==> src/rtl/cpu_run_ctrl.sv <==
// rtl/cpu_run_ctrl.sv - CPU run controller: clock-enable divider, reset sequencing, single-step, cycle count, watchdog
module cpu_run_ctrl #(
  parameter int DIV_WIDTH  = 8,
  parameter int CYC_WIDTH  = 24,
  parameter int RST_CYCLES = 4
) (
  input  logic                 clock,
  input  logic                 resetn,
  input  logic                 start,
  input  logic                 step_mode,
  input  logic                 step,
  input  logic [DIV_WIDTH-1:0] div_ratio,
  input  logic [CYC_WIDTH-1:0] timeout_limit,
  input  logic                 cpu_done,
  output logic                 cpu_en,
  output logic                 cpu_rst,
  output logic                 busy,
  output logic                 finished,
  output logic                 timed_out,
  output logic [CYC_WIDTH-1:0] cycles
);

  // Reset-hold counter only needs to reach RST_CYCLES-1.
  localparam int RCW = (RST_CYCLES > 1) ? $clog2(RST_CYCLES) : 1;
  localparam logic [RCW-1:0] RST_LAST = RCW'(RST_CYCLES - 1);

  typedef enum logic [2:0] {
    ST_IDLE = 3'd0,
    ST_RST  = 3'd1,
    ST_RUN  = 3'd2,
    ST_DONE = 3'd3,
    ST_TOUT = 3'd4
  } state_e;

  state_e               state_q, state_d;
  logic [DIV_WIDTH-1:0] div_cnt_q, div_cnt_d;
  logic [RCW-1:0]       rst_cnt_q, rst_cnt_d;
  logic [CYC_WIDTH-1:0] cycles_q, cycles_d;
  logic                 start_q, step_q;
  logic                 cpu_en_q, cpu_en_d;
  logic                 cpu_rst_q, cpu_rst_d;
  logic                 busy_q, busy_d;
  logic                 finished_q, finished_d;
  logic                 timed_out_q, timed_out_d;

  logic start_edge;
  logic step_edge;
  logic wdog_hit;

  assign start_edge = start & ~start_q;
  assign step_edge  = step & ~step_q;
  // cycles_q already counts the pulse issued on the previous clock, so equality
  // here stops the run before any pulse beyond the limit.
  assign wdog_hit   = (timeout_limit != '0) && (cycles_q == timeout_limit);

  // Next-state, divider, reset-hold and cycle-count logic.
  always_comb begin
    state_d   = state_q;
    div_cnt_d = div_cnt_q;
    rst_cnt_d = rst_cnt_q;
    cycles_d  = cycles_q;
    cpu_en_d  = 1'b0;

    case (state_q)
      ST_IDLE, ST_DONE, ST_TOUT: begin
        if (start_edge) begin
          state_d   = ST_RST;
          div_cnt_d = '0;
          rst_cnt_d = '0;
          cycles_d  = '0;
        end
      end

      ST_RST: begin
        if (rst_cnt_q == RST_LAST) begin
          state_d = ST_RUN;
        end else begin
          rst_cnt_d = rst_cnt_q + RCW'(1);
        end
      end

      ST_RUN: begin
        if (cpu_done) begin
          // Done has priority over the watchdog and suppresses any pulse.
          state_d = ST_DONE;
        end else if (wdog_hit) begin
          state_d = ST_TOUT;
        end else if (step_mode) begin
          // Divider frozen; only step edges advance the CPU.
          cpu_en_d = step_edge;
        end else if (div_cnt_q == div_ratio) begin
          cpu_en_d  = 1'b1;
          div_cnt_d = '0;
        end else if (div_cnt_q > div_ratio) begin
          // Ratio shrank below the running count: wrap silently.
          div_cnt_d = '0;
        end else begin
          div_cnt_d = div_cnt_q + DIV_WIDTH'(1);
        end
      end

      default: begin
        state_d = ST_IDLE;
      end
    endcase

    // Count issued pulses, saturating at all-ones.
    if (cpu_en_d && (cycles_q != '1)) begin
      cycles_d = cycles_q + CYC_WIDTH'(1);
    end
  end

  // Status outputs follow the next state so they are registered alongside it.
  always_comb begin
    cpu_rst_d   = (state_d == ST_RST);
    busy_d      = (state_d == ST_RST) || (state_d == ST_RUN);
    finished_d  = (state_d == ST_DONE) || (state_d == ST_TOUT);
    timed_out_d = (state_d == ST_TOUT);
  end

  // State and datapath registers.
  always_ff @(posedge clock or negedge resetn) begin
    if (!resetn) begin
      state_q   <= ST_IDLE;
      div_cnt_q <= '0;
      rst_cnt_q <= '0;
      cycles_q  <= '0;
    end else begin
      state_q   <= state_d;
      div_cnt_q <= div_cnt_d;
      rst_cnt_q <= rst_cnt_d;
      cycles_q  <= cycles_d;
    end
  end

  // Edge-detect history for start and step.
  always_ff @(posedge clock or negedge resetn) begin
    if (!resetn) begin
      start_q <= 1'b0;
      step_q  <= 1'b0;
    end else begin
      start_q <= start;
      step_q  <= step;
    end
  end

  // Registered control and status outputs.
  always_ff @(posedge clock or negedge resetn) begin
    if (!resetn) begin
      cpu_en_q    <= 1'b0;
      cpu_rst_q   <= 1'b0;
      busy_q      <= 1'b0;
      finished_q  <= 1'b0;
      timed_out_q <= 1'b0;
    end else begin
      cpu_en_q    <= cpu_en_d;
      cpu_rst_q   <= cpu_rst_d;
      busy_q      <= busy_d;
      finished_q  <= finished_d;
      timed_out_q <= timed_out_d;
    end
  end

  assign cpu_en    = cpu_en_q;
  assign cpu_rst   = cpu_rst_q;
  assign busy      = busy_q;
  assign finished  = finished_q;
  assign timed_out = timed_out_q;
  assign cycles    = cycles_q;

endmodule

==> config.mk <==
export PLATFORM = sky130hd
export DESIGN_NAME = cpu_run_ctrl
export DESIGN_NICKNAME = d
export VERILOG_FILES = /design/src/rtl/cpu_run_ctrl.sv
export SDC_FILE = /design/constraint.sdc
export NUM_CORES = 1
export LEC_CHECK = 0
export BUFFER_PORTS_ARGS = -buffer_cell sky130_fd_sc_hd__clkbuf_2
export CAP_MARGIN = 40
export CORE_UTILIZATION = 57
export CTS_BUF_LIST = sky130_fd_sc_hd__clkbuf_2 sky130_fd_sc_hd__clkbuf_4 sky130_fd_sc_hd__clkbuf_8
export DETAILED_ROUTE_END_ITERATION = 12
export GPL_TIMING_DRIVEN = 0
export PLACE_DENSITY = 0.83
export SLEW_MARGIN = 5
export SYNTH_ARGS = -nofsm -noshare
export SYNTH_HDL_FRONTEND = slang
export SYNTH_SLANG_ARGS = --single-unit
export TNS_END_PERCENT = 50
==> constraint.sdc <==
create_clock -name clock -period 3 [get_ports clock]
set_input_delay 0.3 -clock clock [delete_from_list [all_inputs] [get_ports clock]]
set_output_delay 0.3 -clock clock [all_outputs]
set_load 0.05 [all_outputs]
Word level (Yosys, flattened, before mapping). Index checks and enable logic that the tools add are counted.

ROM bits: 0. Logic and storage cells: 73. Bits in registers: 44. Memories kept: 0. RAM bits: 0. Input bits: 38. Latch bits: 0.

Magnitude comparators: 1. Multipliers: 0. Add/sub/neg operators: 3. Div/mod/pow operators: 0. Reductions and logical operators: 14. Bitwise operators: 4. Muxes and demuxes: 23. Shifts and indexed selects: 0. Eq/ne operators: 17.

Operators with widths (count): $mux 24 (3); $mux 8 (6); $add 24x1->24 const B (1); $eq 24x24->1 (1); $ne 24x24->1 const B (1); $reduce_bool 24->1 (1); $pmux 8 s2 (1); $eq 3x2->1 const B (4); $mux 3 (4); $ne 2x2->1 const B (5); $pmux 3 s3 (1); $add 8x1->8 const B (1); $eq 8x8->1 (1); $gt 8x8->1 (1); $reduce_bool 2->1 (4); $eq 3x1->1 const B (2); $eq 3x3->1 const B (2); $mux 1 (5); $reduce_and 5->1 (1); $mux 2 (2); $pmux 2 s2 (1); $logic_not 3->1 (1); $reduce_and 3->1 (1); $reduce_or 3->1 (1); 7 further kinds (11).

Longest topological paths before layout.
Depth after elaboration: 9. Mapped depth: 10. Depth with buffers taken out: 9.

Worst setup path after synthesis. OpenSTA, ideal clock, no wires.

Path type: register -> register. From: reg cycles_q[1], in the netlist cycles[1]. To: reg cycles_q[10], in the netlist cycles[10]. Stages on the path, launching flop included: 10. Path buffers: 2. Setup time: 0.126 ns. Period minus slack after synthesis: 2.794 ns. Data required time: 2.874 ns. Arrival time: 2.668 ns. Setup slack: 0.206 ns. Cells stage by stage: dfrtp_1 > ha_1 > nand2_1 > or4_4 > nor3_2 > and3_1 > buf_6 > nor2_4 > buf_6 > a221o_1.

Longest elaborated chain between the ends: 8. Elaborated cells between the ends (all ways): 12. Classes of those cells: add/sub: 1; eq/ne: 2; mux: 4; reduce/logical: 5.

RTL lines: from (decl) (RTL line 38) `logic [CYC_WIDTH-1:0] cycles_q, cycles_d;`; from (signal assigned) (RTL line 132) `cycles_q <= cycles_d;`; $eq 24x24->1 (RTL line 54) `assign wdog_hit = (timeout_limit != '0) && (cycles_q == timeout_limit);`; $logic_and 1x1->1 (RTL line 54); $mux 1 (RTL line 86) `end else if (wdog_hit) begin`; $mux 1 (RTL line 83) `if (cpu_done) begin`; $mux 1 (RTL line 64) `case (state_q)`; $logic_and 1x1->1 (RTL line 108) `if (cpu_en_d && (cycles_q != '1)) begin`; $reduce_bool 2->1 (no source line); $reduce_and 2->1 (no source line).

Several ways; a longest one is shown, not always the timed one. A chain may end at the register's enable or synchronous reset.

Final worst setup path. Ends and elaborated chain as after synthesis.

==> insert_results.sql <==
INSERT INTO impl_metrics (metric_group, metric, value, unit) VALUES
('cts', 'clkSlewWorstSetupHoldPaths', '0.08', 'ns'),
('grt', 'grt-ovfl-total', '0', ''),
('setup_path', 'path_max_fanout', '10', ''),
('setup_path', 'r2r_setup_slack', '0.16', 'ns'),
('place', 'gp_congestion', '0.950', ''),
('drt', 'post_drt_via_cell_ratio', '6.16', ''),
('synthesis', 'proportion_of_synthesized_flip_flops_having_asynchronous_set_or_reset', '100', '%'),
('cts', 'cts-root-to-sink-buffers', '2', ''),
('synthesis', 'ys_warn_count', '0', ''),
('min_path', 'worst_hold_class', 'primary input to flip-flop', ''),
('timing', 'timing_hold_violations_final', '0', ''),
('setup_path', 'cp.required', '3.18', 'ns'),
('cells_and_area', 'post_route_cells_drive_above_1_share', '21.6', '%'),
('pwr', 'power_density', '469', 'nW/um2'),
('drt', 'ant_nets', '0', ''),
('cts', 'number_of_cts_inserted_buffers', '5', ''),
('timing', 'finalMaxSlewViolations', '0', ''),
('die', 'coreArea', '5140', 'um2'),
('die', 'floorplan.die.width', '75.4', 'um'),
('setup_path', 'timing_worst_setup_path_type', 'flip-flop to flip-flop', ''),
('synthesis', 'syn-instance-count', '349', ''),
('timing', 'max_slew.worst_pin.slew', '0.778', 'ns'),
('place', 'post_dp_cell_area', '3500', 'um2'),
('grt', 'grt_antenna_before_repair', '0', ''),
('job', 'max_cap_violations', '0', ''),
('drt', 'drcViolationCount', '0', ''),
('synthesis', 'synth.lib_cells_used.distinct', '50', ''),
('setup_path', 'crit_path_end', 'cycles[10]', ''),
('drt', 'drt_first_iter_violations', '212', ''),
('drt', 'vias_after_detailed_routing', '3050', ''),
('place', 'port-buffer-count', '66', ''),
('timing', 'timing.final.setup_violations', '0', ''),
('die', 'die_h', '75.4', 'um'),
('setup_path', 'worstReg2RegEnd', 'cycles[10]', ''),
('setup_path', 'cp-start-kind', 'flip-flop', ''),
('timing', 'clock-skew-final', '0.00881', 'ns'),
('synthesis', 'synth-seq-cells', '44', ''),
('die', 'initial_utilization', '59.7', '%'),
('cts', 'cts.htree.levels', '2', ''),
('timing', 'timing.slew.headroom', '47.6', '%'),
('timing', 'fmaxAchievable', '0.353', 'GHz'),
('synthesis', 'syn_area', '3070', 'um2'),
('cells_and_area', 'antenna-diode-count', '0', ''),
('grt', 'track_usage', '29.0', '%'),
('cts', 'cts_num_sinks', '44', ''),
('synthesis', 'synth.yosys.seq_area_share', '35.9', '%'),
('die', 'ios', '67', ''),
('grt', 'grt_max_degree', '28', ''),
('timing', 'grt_setup_unrepaired', 'no', ''),
('grt', 'first_global_vias', '2750', ''),
('cells_and_area', 'nets', '473', ''),
('grt', 'grt_first_pass_wirelength', '12500', 'um'),
('outcome', 'run_status', 'finished clean', ''),
('setup_path', 'timing.critical_path.arrival', '3.01', 'ns'),
('cells_and_area', 'n_fill_cell', '431', ''),
('cts', 'post-cts-setup-buffers', '0', ''),
('drt', 'dr_wl_cell', '15.8', 'um'),
('drt', 'detail_route.first_pass.iterations', '5', ''),
('setup_path', 'cp-end-kind', 'flip-flop', ''),
('timing', 'min_period_over_period', '94.5', '%'),
('place', 'total_half_perimeter_wirelength_after_legalization_and_detailed_placement', '5980', 'um'),
('synthesis', 'synth_enable_flop_cells', '0', ''),
('pwr', 'peakVddDrop', '0.000295', 'V'),
('cts', 'worst_skew_pair.late_latency', '0.30', 'ns'),
('pwr', 'power_leakage', '0.00173', 'uW'),
('synthesis', 'post_synth.cell_area_avg', '8.79', 'um2'),
('timing', 'final.setup.tns', '0', 'ns'),
('cells_and_area', 'area_growth_synth_to_finish', '18.3', '%'),
('cells_and_area', 'final_area', '3630', 'um2'),
('setup_path', 'worst_r2r_path_depth', '9', ''),
('setup_path', 'critPathLaunch', 'cycles[1]', ''),
('synthesis', 'most_used_dff_post_synth', 'sky130_fd_sc_hd__dfrtp_1', ''),
('cts', 'tritoncts', 'yes', ''),
('synthesis', 'syn_nets', '398', ''),
('die', 'fp.dieArea', '5680', 'um2'),
('timing', 'crit_path_time_final', '2.84', 'ns'),
('cts', 'clk_root_buffer_cell', 'sky130_fd_sc_hd__clkbuf_8', ''),
('die', 'num_rows', '26', ''),
('drt', 'total_wirelength_of_the_detailed_routed_design', '7840', 'um'),
('setup_path', 'regToRegStartpoint', 'cycles[1]', '');
==> worst min path at each step <==
stage | startpoint | end | slack [ns] | cells after the start
after floorplan | resetn | busy | 0.004 | 0
after global placement | step | step_q | 0.42 | 1
after detailed placement | resetn | div_cnt_q[4] | 0.29 | 1
after CTS | step | step_q | 0.13 | 1
after global routing | step | step_q | 0.13 | 1
final | step | step_q | 0.13 | 1
==> placed cells by master, fill, tap and decap left out, types with 5 or more instances in the layout <==
cell type                   n
sky130_fd_sc_hd__clkbuf_2  66
sky130_fd_sc_hd__dfrtp_1   43
sky130_fd_sc_hd__nand2_1   28
sky130_fd_sc_hd__xor2_1    26
sky130_fd_sc_hd__nand3_1   20
sky130_fd_sc_hd__nor4_1    19
sky130_fd_sc_hd__nor2_1    18
sky130_fd_sc_hd__inv_1     17
sky130_fd_sc_hd__nor3_1    17
sky130_fd_sc_hd__o21ai_0   16
sky130_fd_sc_hd__a221o_1   14
sky130_fd_sc_hd__ha_1      11
sky130_fd_sc_hd__clkbuf_1   9
sky130_fd_sc_hd__or3_1      8
sky130_fd_sc_hd__a211oi_1   8
sky130_fd_sc_hd__nor2b_1    7
sky130_fd_sc_hd__nand4_1    7
sky130_fd_sc_hd__and2_1     7
sky130_fd_sc_hd__nand2b_1   7
sky130_fd_sc_hd__a21o_1     7
sky130_fd_sc_hd__a21oi_1    7
sky130_fd_sc_hd__and3_1     6
sky130_fd_sc_hd__buf_2      5
sky130_fd_sc_hd__clkbuf_8   5
==> cell families (layout without fill, tap and decap cells) <==
group / Yosys count / in the layout / synth area share (%)
AO/OA/AOI/OAI: 69 / 69 / 16.6
XOR/XNOR: 28 / 28 / 8.00
buffers and inverters: 34 / 110 / 4.98
AND/OR/NAND/NOR: 159 / 159 / 28.7
multiplexers: 4 / 4 / 1.35
flip-flops: 44 / 44 / 35.9
adder cells (fa/ha/maj): 11 / 11 / 4.49
==> worst max-delay path, cell delays in order, from the launching register on <==
cell                      delay, ns
sky130_fd_sc_hd__dfrtp_1       0.50
sky130_fd_sc_hd__ha_1          0.27
sky130_fd_sc_hd__nand2_1       0.17
sky130_fd_sc_hd__or4_4         0.57
sky130_fd_sc_hd__nor3_2        0.25
sky130_fd_sc_hd__and3_1        0.20
sky130_fd_sc_hd__buf_6         0.16
sky130_fd_sc_hd__nor2_4        0.09
sky130_fd_sc_hd__buf_6         0.17
sky130_fd_sc_hd__a221o_1       0.33
==> report_power, final <==
group / internal (uW) / leakage [uW] / total, uW / switching (uW)
combinational: 199 / 0.00107 / 525 / 326
sequential: 654 / 0.000594 / 712 / 58.5
clock: 257 / 0.0000586 / 466 / 209
total: 1110 / 0.00173 / 1700 / 593
==> metal layers <==
layer	vias to the layer above	GRT usage (%)	wire (um)
li1	1442	-	-
met1	1439	37.8	3280
met2	153	49.3	3870
met3	16	4.50	552
met4	0	10.3	131
met5	-	0	0
==> Yosys cell counts (8+ instances only) <==
library cell	n	area share (%)
sky130_fd_sc_hd__dfrtp_1	44	36
sky130_fd_sc_hd__ha_1	11	4.5
sky130_fd_sc_hd__clkbuf_1	9	1.1
sky130_fd_sc_hd__or3_1	8	1.6
sky130_fd_sc_hd__inv_1	17	2.1
sky130_fd_sc_hd__nor3_1	17	2.8
sky130_fd_sc_hd__nand2_1	28	3.4
sky130_fd_sc_hd__nor2_1	18	2.2
sky130_fd_sc_hd__a211oi_1	8	2.0
sky130_fd_sc_hd__o21ai_0	16	2.6
sky130_fd_sc_hd__nor4_1	19	3.9
sky130_fd_sc_hd__a221o_1	14	4.6
sky130_fd_sc_hd__nand3_1	20	3.3
sky130_fd_sc_hd__xor2_1	26	7.4
==> cell type report <==
class | count | area, um2 | area share (%)
Buffer | 17 | 88.8 | 2.45
Clock buffer | 6 | 76.3 | 2.10
Clock inverter | 2 | 35.0 | 0.966
Inverter | 17 | 63.8 | 1.76
Multi-Input combinational cell | 271 | 1810 | 50.0
Sequential cell | 44 | 1100 | 30.4
Tap cell | 70 | 87.6 | 2.41
Timing Repair Buffer | 68 | 360 | 9.93
==> state kept, by name (all words and copies together), names as in the netlist <==
register   cells
cpu_en         1
step_q         1
start_q        1
div_cnt_q      8
cycles        24
finished       1
cpu_rst        1
state_q        3
rst_cnt_q      2
busy           1
timed_out      1
==> through the flow <==
| stage | worst slack, ns | util (%) | cells | hold slack (ns) | power [uW] |
|---|---|---|---|---|---|
| 6_report | 0.164 | 70.6 | 495 | 0.134 | 1700 |
| 5_1_grt | 0.0488 | 70.6 | 495 | 0.126 | 1800 |
| 3_5_place_dp | 0.169 | 68.2 | 486 | 0.286 | 1250 |
| 4_1_cts | 0.147 | 70.5 | 495 | 0.128 | 1710 |
| 2_1_floorplan | 0.206 | - | 349 | 0.00441 | 1090 |
| 3_3_place_gp | 0.206 | 67.8 | 485 | 0.425 | 1230 |
==> what timing repair did <==
item                                    4_1_cts  5_1_grt
hold endpoints to repair                     17        0
hold buffers                                  1        0
endpoints found under the setup margin        0        1
gates resized for setup                       0        1
(Power assumes the default switching activity.)
